$ cat config.mk
export PLATFORM = sky130hd
export DESIGN_NAME = state_machine_race
export DESIGN_NICKNAME = d
export VERILOG_FILES = /design/src/rtl/state_machine_race.sv
export SDC_FILE = /design/constraint.sdc
export NUM_CORES = 1
export LEC_CHECK = 0
export CAP_MARGIN = 5
export CORE_AREA = 10 10 47 49
export CTS_BUF_LIST = sky130_fd_sc_hd__clkbuf_4 sky130_fd_sc_hd__clkbuf_8
export DETAILED_ROUTE_END_ITERATION = 10
export DIE_AREA = 0 0 57 59
export HOLD_SLACK_MARGIN = 0.02
export PLACE_DENSITY = 0.7
export SLEW_MARGIN = 40
export SYNTH_ARGS = -nofsm -noshare
export SYNTH_HDL_FRONTEND = slang
export SYNTH_SLANG_ARGS = --single-unit
$ cat constraint.sdc
create_clock -name clk -period 1.7 [get_ports clk]
set_input_delay 0.34 -clock clk [delete_from_list [all_inputs] [get_ports clk]]
set_output_delay 0.34 -clock clk [all_outputs]
set_load 0.05 [all_outputs]
$ cat src/rtl/state_machine_race.sv
// rtl/state_machine_race.sv - sequential 7-digit code-entry checker with 7-segment progress display
module state_machine_race (
  input  logic       clk,
  input  logic       reset,
  input  logic [3:0] numero,
  input  logic       insere,
  output logic       led,
  output logic [6:0] display
);

  typedef enum logic [3:0] {
    S0   = 4'd0,
    S1   = 4'd1,
    S2   = 4'd2,
    S3   = 4'd3,
    S4   = 4'd4,
    S5   = 4'd5,
    S6   = 4'd6,
    OPEN = 4'd7,
    ERR  = 4'd8
  } state_t;

  state_t     state;
  state_t     state_next;
  logic       insere_q;
  logic       acc;
  logic [3:0] expected_digit;

  assign acc = insere & ~insere_q;

  always_ff @(posedge clk) begin
    if (reset) begin
      state    <= S0;
      insere_q <= 1'b0;
    end else begin
      state    <= state_next;
      insere_q <= insere;
    end
  end

  // Secret code 5-3-7-9-5-2-9, indexed by the number of digits already matched.
  always_comb begin
    expected_digit = 4'd0;
    case (state)
      S0:      expected_digit = 4'd5;
      S1:      expected_digit = 4'd3;
      S2:      expected_digit = 4'd7;
      S3:      expected_digit = 4'd9;
      S4:      expected_digit = 4'd5;
      S5:      expected_digit = 4'd2;
      S6:      expected_digit = 4'd9;
      default: expected_digit = 4'd0;
    endcase
  end

  always_comb begin
    state_next = state;
    if (acc) begin
      case (state)
        S0:      state_next = (numero == expected_digit) ? S1   : ERR;
        S1:      state_next = (numero == expected_digit) ? S2   : ERR;
        S2:      state_next = (numero == expected_digit) ? S3   : ERR;
        S3:      state_next = (numero == expected_digit) ? S4   : ERR;
        S4:      state_next = (numero == expected_digit) ? S5   : ERR;
        S5:      state_next = (numero == expected_digit) ? S6   : ERR;
        S6:      state_next = (numero == expected_digit) ? OPEN : ERR;
        OPEN:    state_next = OPEN;
        ERR:     state_next = ERR;
        default: state_next = ERR;
      endcase
    end
  end

  // Moore decode; segments are {g,f,e,d,c,b,a}, active-high.
  always_comb begin
    led     = 1'b0;
    display = 7'b1111001;
    case (state)
      S0:      display = 7'b0111111;
      S1:      display = 7'b0000110;
      S2:      display = 7'b1011011;
      S3:      display = 7'b1001111;
      S4:      display = 7'b1100110;
      S5:      display = 7'b1101101;
      S6:      display = 7'b1111101;
      OPEN: begin
        display = 7'b0000111;
        led     = 1'b1;
      end
      default: display = 7'b1111001;
    endcase
  end

endmodule

# Word level (Yosys, flattened, before mapping)
# Cells that the tools add are included.
# word_totals
ff_bits	5
input_bits	7
output_inout_bits	8
elab_cells	26
# classes
eq_ne	8
mux	11
bitwise_logic	2
n_reduce_logical	3
# op_table
operator	count
one-hot mux 7 bit (8 select lines)	1
one-hot mux 4 bit (8 select lines)	1
two-way mux 4 bit	7
one-hot mux 4 bit (5 select lines)	1
equality test 4 x 3 -> 1 bit, second input constant	4
equality test 4 x 2 -> 1 bit, second input constant	2
equality test 4 x 1 -> 1 bit, second input constant	1
equality test 4 bit	1
zero test 4 bit	1
OR reduction 2 bit	2
AND 1 bit	1
two-way mux 1 bit	1
NOT 1 bit	1

# Depth between registers and ports, before layout
# depth
depth_word	6
mapped_depth	7
ltp_nobuf	5

# Worst setup path before layout
# Ideal clock, no wire load.
# synth_timing
path_kind	flip-flop to output port
from	register state[2]
to	output display[2]
arrival_ps	1515
required_ps	1360
path_slack_ps	-155
stages_incl_launch_ff	4
n_path_buf	1
path_cell_list	dfxtp_1 buf_2 inv_1 a31oi_1
# synth_between
elab_chain_len	2
word_cells_on_any_way	9
classes_between	eq/ne: 7; mux: 1; reduce/logical: 1
# synth_rtl
element	line_no	rtl
start: declaration	23	state_t state;
start signal: assignment	36	state <= state_next;
equality test 4 x 3 -> 1 bit (tied with other cells)	78	case (state)
one-hot mux 7 bit (8 select lines) *	78	
end: declaration	8	output logic [6:0] display
# Every way passes the cells marked *; elsewhere a longest branch is shown, timed or not.

# Final worst setup path
# layout_timing
from	register state[0]
to	output display[3]
# The elaborated chain is that of the path after synthesis.

==> results.md <==
- Critical-path maximum fanout: 9
- Mean post-synth cell area: 7.52 um^2
- Residual DRC count: 0
- Fin crit period: 1650 ps
- Initial antenna violation count: 0
- Synth unique cells: 33
- CTS tree: built
- Clk_skew: 2.11 ps
- CTS Root Cell: clkbuf_4
- Critical Path RT: 1360 ps
- Slowest cell on crit path: dfxtp_4
- Die height: 59 um
- Crit share post-route: 97.1%
- First-pass GRT wire length: 2350 um
- Cells along the critical path: xnor2_2 -> nand2_1 -> o21a_1 -> or2_1 -> buf_6
- Final antenna-violating net count: 0
- Area grow syn2layout: 70.2%
- Yosys reg bits: 5
- Placer Congestion: 0.847
- Synth area leader: dfxtp_1
- Port bufs: 14
- Fin area: 935 um^2
- Share of the synthesized area in the top cell type: 18.2%
- Relative max-transition margin: 77.0%
- Max-cap violations: 0
- Die X: 57 um
- Area contributors post-synth: dfxtp_1 18%, nand2b_1 5.7%, nand2_1 5.5%
- CP Launch Type: flop
- Clk_lat worst skew: 240 ps
- GRT overflow: 0
- Leakage: 0.373 nW
- Core Area: 0.00140 mm^2
- Slowest stage delay, CP: 410 ps
- Num CTS Buffers: 3
- Syn nets: 80
- Clock transition at path regs: 50 ps
- Initial Util: 39.2%
- Peak supply drop: 0.000417 V
- Die area: 0.00336 mm^2
- Mapped Cells: 73
- Critical Path AT: 1310 ps
- Row Count: 14
- RSZ-0062 raised after global routing: true
- Post-CTS Hold Fix Bufs: 0
- Post-Place Cell Area: 846 um^2
- GR Util All Layers: 8.13%
- Via-per-instance ratio: 5.32
- Total number of yosys warnings: 0
- Final WL: 1480 um
- Power density over the cells: 446 mW/mm^2
- Routed via count: 622
- Drt first pass iters: 4
- Type of the worst setup path: flop to output pin
- Register area share after synthesis: 18.2%
- Max H-tree Level: 1
- Hold slack: 684 ps
- Max Fclk: 606 MHz
- Mapped Area: 549 um^2
- Commonest non-fill, non-tap cell in the layout: buf_4
- Min-delay worst type: flop to flop
- Commonest cells after routing, fill and taps aside: 16 x buf_4, 7 x nand2_1, 6 x nor2_1
- Clock Tree Buf Depth: 2
- Initial DRC count: 17
- Least-Margin Pin Slew: 343 ps
- ANT cells: 0
- Final Max Slew Viols: 0
- Largest net degree at the start of global routing: 13
- Final setup violation count: 0
- Final Hold Fails: 0
- Critical Path End Type: output pin
- Reg2reg path depth: 6
- WHS Path Cells: 2
- Avg WL per Cell: 12.6 um
- DPL Wire Length: 1220 um
- Ports: 15
- Vias in the first global route: 559
- Final #Nets: 109
- Share of layout cells above drive strength 1: 43.6%
- Sink Count: 5
- Status: completed
- Total power: 0.417 mW
metal layers:
| layer | share of wire [%] | vias up | wire (um) | global-route usage (%) |
|---|---|---|---|---|
| li1 | - | 316 | - | - |
| met1 | 39 | 290 | 582 | 8.45 |
| met2 | 54 | 14 | 805 | 15.2 |
| met3 | 5.6 | 2 | 83 | 3.43 |
| met4 | 0.41 | 0 | 6 | 1.01 |
| met5 | 0 | - | 0 | 0 |
final cells by class:
cell class,instances,area (um^2)
multi-input combinational,59,448
tap,16,20.0
inverter,3,11.3
clock inverter,1,5.00
sequential,5,111
clock buffer,3,22.5
fill,116,467
timing repair buffer,30,317
critical path, delay by kind of cell, from the launching register on:
family / cells / cell delay (ps)
flip-flops: 1 / 410
buffers and inverters: 1 / 150
AND/OR/NAND/NOR: 2 / 280
AO/OA/AOI/OAI: 1 / 90
XOR/XNOR: 1 / 130
sequential cells by signal (all words and copies together), names as in the netlist:
register  flops
insere_q      1
state         4
synth_stat cells (all sizes together):
cell,count
a211o,1
a211oi,1
a21o,2
a21oi,2
a221o,1
a31oi,1
and2,1
and3b,1
and4b,1
buf,4
clkbuf,2
dfxtp,5
inv,3
nand2,8
nand2b,5
nand3,1
nand4,1
nor2,8
nor2b,2
nor3,4
nor3b,2
nor4b,3
o21a,3
o21ai,4
o221ai,1
o2bb2ai,1
o32ai,1
or2,1
or3,1
xnor2,2
path summary, 6_finish.rpt:
path | from | to | slack, ps
max | state[0]$_SDFFE_PP0P_ | display[3] | 50
min | state[1]$_SDFFE_PP0P_ | state[1]$_SDFFE_PP0P_ | 680
max reg2reg | state[0]$_SDFFE_PP0P_ | state[1]$_SDFFE_PP0P_ | 70
min reg2reg | state[1]$_SDFFE_PP0P_ | state[1]$_SDFFE_PP0P_ | 680
report_power, final:
group,switching [mW],total (mW),internal (mW)
sequential,0.00531,0.123,0.117
clock,0.0498,0.135,0.0851
combinational,0.0804,0.159,0.0787
metrics by stage:
step           cells  setup TNS [ps]  util (%)  worst slack (ps)
2_1_floorplan     73               0         -              26.7
3_5_place_dp     112            -748      60.4              -253
3_3_place_gp     112            -587      60.4              -204
6_report         117               0      66.7              48.6
4_1_cts          116               0      63.7              9.03
5_1_grt          117           -67.0      66.7             -31.8
kinds of logic (layout without fill, tap and decap cells):
kind of cell              count (synthesis)  in the layout  share of synthesized area, %
and+or+nand+nor                          39             39                          44.6
DFF                                       5              5                          18.2
buffers and inverters                     9             37                          7.52
AOI/OAI and AO/OA                        18             18                          26.4
xor gates and xnor gates                  2              2                          3.19
timing repair:
item	in CTS	in global routing
setup endpoints to repair	8	7
setup buffers	0	1
gates cloned	0	0
gates resized for setup	7	8
pin swaps	1	5
(Power assumes the default switching activity.)
==> variant (same settings) <==
Register the output `led`, without a reset; this adds one clock of latency there. The other outputs are not delayed to match.
--- a/src/rtl/state_machine_race.sv
+++ b/src/rtl/state_machine_race.sv
@@ -19,6 +19,8 @@
     OPEN = 4'd7,
     ERR  = 4'd8
   } state_t;
+
+  logic led_d;
 
   state_t     state;
   state_t     state_next;
@@ -73,7 +75,7 @@
 
   // Moore decode; segments are {g,f,e,d,c,b,a}, active-high.
   always_comb begin
-    led     = 1'b0;
+    led_d   = 1'b0;
     display = 7'b1111001;
     case (state)
       S0:      display = 7'b0111111;
@@ -85,11 +87,15 @@
       S6:      display = 7'b1111101;
       OPEN: begin
         display = 7'b0000111;
-        led     = 1'b1;
+        led_d   = 1'b1;
       end
       default: display = 7'b1111001;
     endcase
   end
 
+  always_ff @(posedge clk) begin
+    led <= led_d;
+  end
+
 endmodule
 
Check against the original RTL: no difference found for any inputs over 10 cycles, from zero or initial values and one cycle with reset high; that may be too few to reach the edited logic, so the function may still have changed.
==> variant against the original RTL <==
  * The flow now finishes with violations (setup timing)
  * Register-to-register slack got worse by 0.17 ns
  * Area after synthesis fell by 0.23%
  * Critical path depth rose by 1
  * Routed wire length rose by 44%
  * Worst setup slack got worse by 0.15 ns
  * Combinational power rose by 11%
  * Non-clock buffer count rose by 10
  * Design area rose by 9.9%
  * Via count rose by 20%
  * Sequential cell count rose by 1
  * Die area did not move
  * Core utilization rose by 6.6 points
  * Cell count rose by 7.7%
  * Power rose by 9.8%
  * Critical path type is now reg2reg
  * Critical endpoint is now state[0]$_SDFFE_PP0P_
  * Highest routed layer unchanged
==> variant: results <==
metrics = {
    "synth": {
        "synth_area_leaders": "dfxtp_1 (22%), a21oi_1 (7.3%), o21ai_0 (6.4%), buf_4 (5.5%), nand2b_1 (4.6%)",
        "synth_common_cells": "a21oi_1 (8), o21ai_0 (7), dfxtp_1 (6), nor2_1 (6), nand2_1 (5)",
        "yosysSeqAreaShare_pct": 21.9,
    },
    "grt": {
        "grt_pass1_vias": 644,
        "grt_pass1_wl_mm": 2.95,
    },
    "finish": {
        "drive_gt1_share_pct": 51.8,
        "fin_cells": 126,
        "top_regs": "state x4, insere_q x1, led x1",
        "fin_nets": 119,
    },
    "sta": {
        "fin_skew_ns": 0.00538,
        "worstMarginPinSlew_ns": 0.334,
        "finalSetupViolations": 4,
        "tns_ns": -0.208,
        "setup_slack_ns": -0.0977,
    },
    "setup_path": {
        "arrival_ns": 1.97,
    },
    "status": {
        "violations": "setup timing",
        "outcome": "finished with violations",
    },
    "detailed_routing": {
        "vias_per_cell": 5.91,
        "drt_iter0_drc": 18,
    },
    "place": {
        "place_area_sq_um": 872,
        "place.gp.congestion": 0.878,
        "place_hpwl_mm": 1.28,
    },
    "power": {
        "power.leakage_nw": 0.427,
        "p_sw_share_pct": 32.7,
    },
    "worst_hold_path": {
        "worst_hold_path_type": "in2reg",
    },
}
-- variant: cell count changes after synthesis, moves of 3 or more --
cell,delta
nor3_1,-3
nand2_1,-3
buf_4,+3
a21oi_1,+6
buf_2,-3
o21ai_0,+4
-- variant: timing repair --
item,in CTS,in global routing
setup endpoints to repair,7,5
gates resized for setup,15,10
pin swaps,0,1
buffers inserted,2,7
gates cloned,0,0
hold buffers,0,0
-- variant: metrics by stage --
step / total power, mW / worst slack [ns] / utilization (%)
global route: 0.479 / -0.121 / 73.3
CTS: 0.451 / -0.0286 / 67.5
detailed placement: 0.321 / -0.162 / 62.2
finish: 0.458 / -0.0977 / 73.3
global placement: 0.318 / -0.144 / 62.2
floorplan: 0.236 / 0.0158 / -
-- variant: kinds of logic after synthesis --
kind of cell	synth area share, %
xor gates and xnor gates	3.20
and+or+nand+nor	29.0
AOI/OAI and AO/OA	37.0
buffers and inverters	8.90
DFF	21.9
-- variant: critical path, cell delays in order, from the launching register on --
cell	delay, ns
dfxtp_4	0.37
buf_8	0.13
buf_4	0.15
a211oi_1	0.34
a2bb2oi_1	0.18
or4_4	0.44
a21oi_2	0.12
-- variant: metal layers --
metal	vias to the layer above	GRT usage (%)	part of all wire [%]
met5	-	0	0
met4	0	5.70	5.2
met3	12	3.86	5.1
met2	28	16.7	50
met1	358	12.0	40
li1	347	-	-
-- variant: path summary, 6_finish.rpt --
check / depth (start not counted) / slack (ns) / endpoint / from
max: 6 / -0.1 / state[0]$_SDFFE_PP0P_ / state[2]$_SDFFE_PP0P_
min: 2 / 0.69 / insere_q$_SDFF_PP0_ / insere
max reg2reg: 6 / -0.1 / state[0]$_SDFFE_PP0P_ / state[2]$_SDFFE_PP0P_
min reg2reg: 4 / 0.73 / state[0]$_SDFFE_PP0P_ / insere_q$_SDFF_PP0_
-- variant: layout make-up --
cell class	instances	area [sq um]	area share (%)
Multi-Input combinational cell	58	434	42.3
Timing Repair Buffer	40	407	39.6
Sequential cell	6	133	12.9
Clock buffer	3	22.5	2.19
Tap cell	16	20.0	1.95
Inverter	3	11.3	1.10
-- variant: power by group through the flow --
stage,Combinational [mW],Clock (mW),Sequential [mW]
2_1_floorplan,0.0840,0,0.152
3_3_place_gp,0.162,0,0.157
3_5_place_dp,0.164,0,0.157
4_1_cts,0.166,0.134,0.151
5_1_grt,0.185,0.142,0.152
6_report,0.176,0.130,0.151
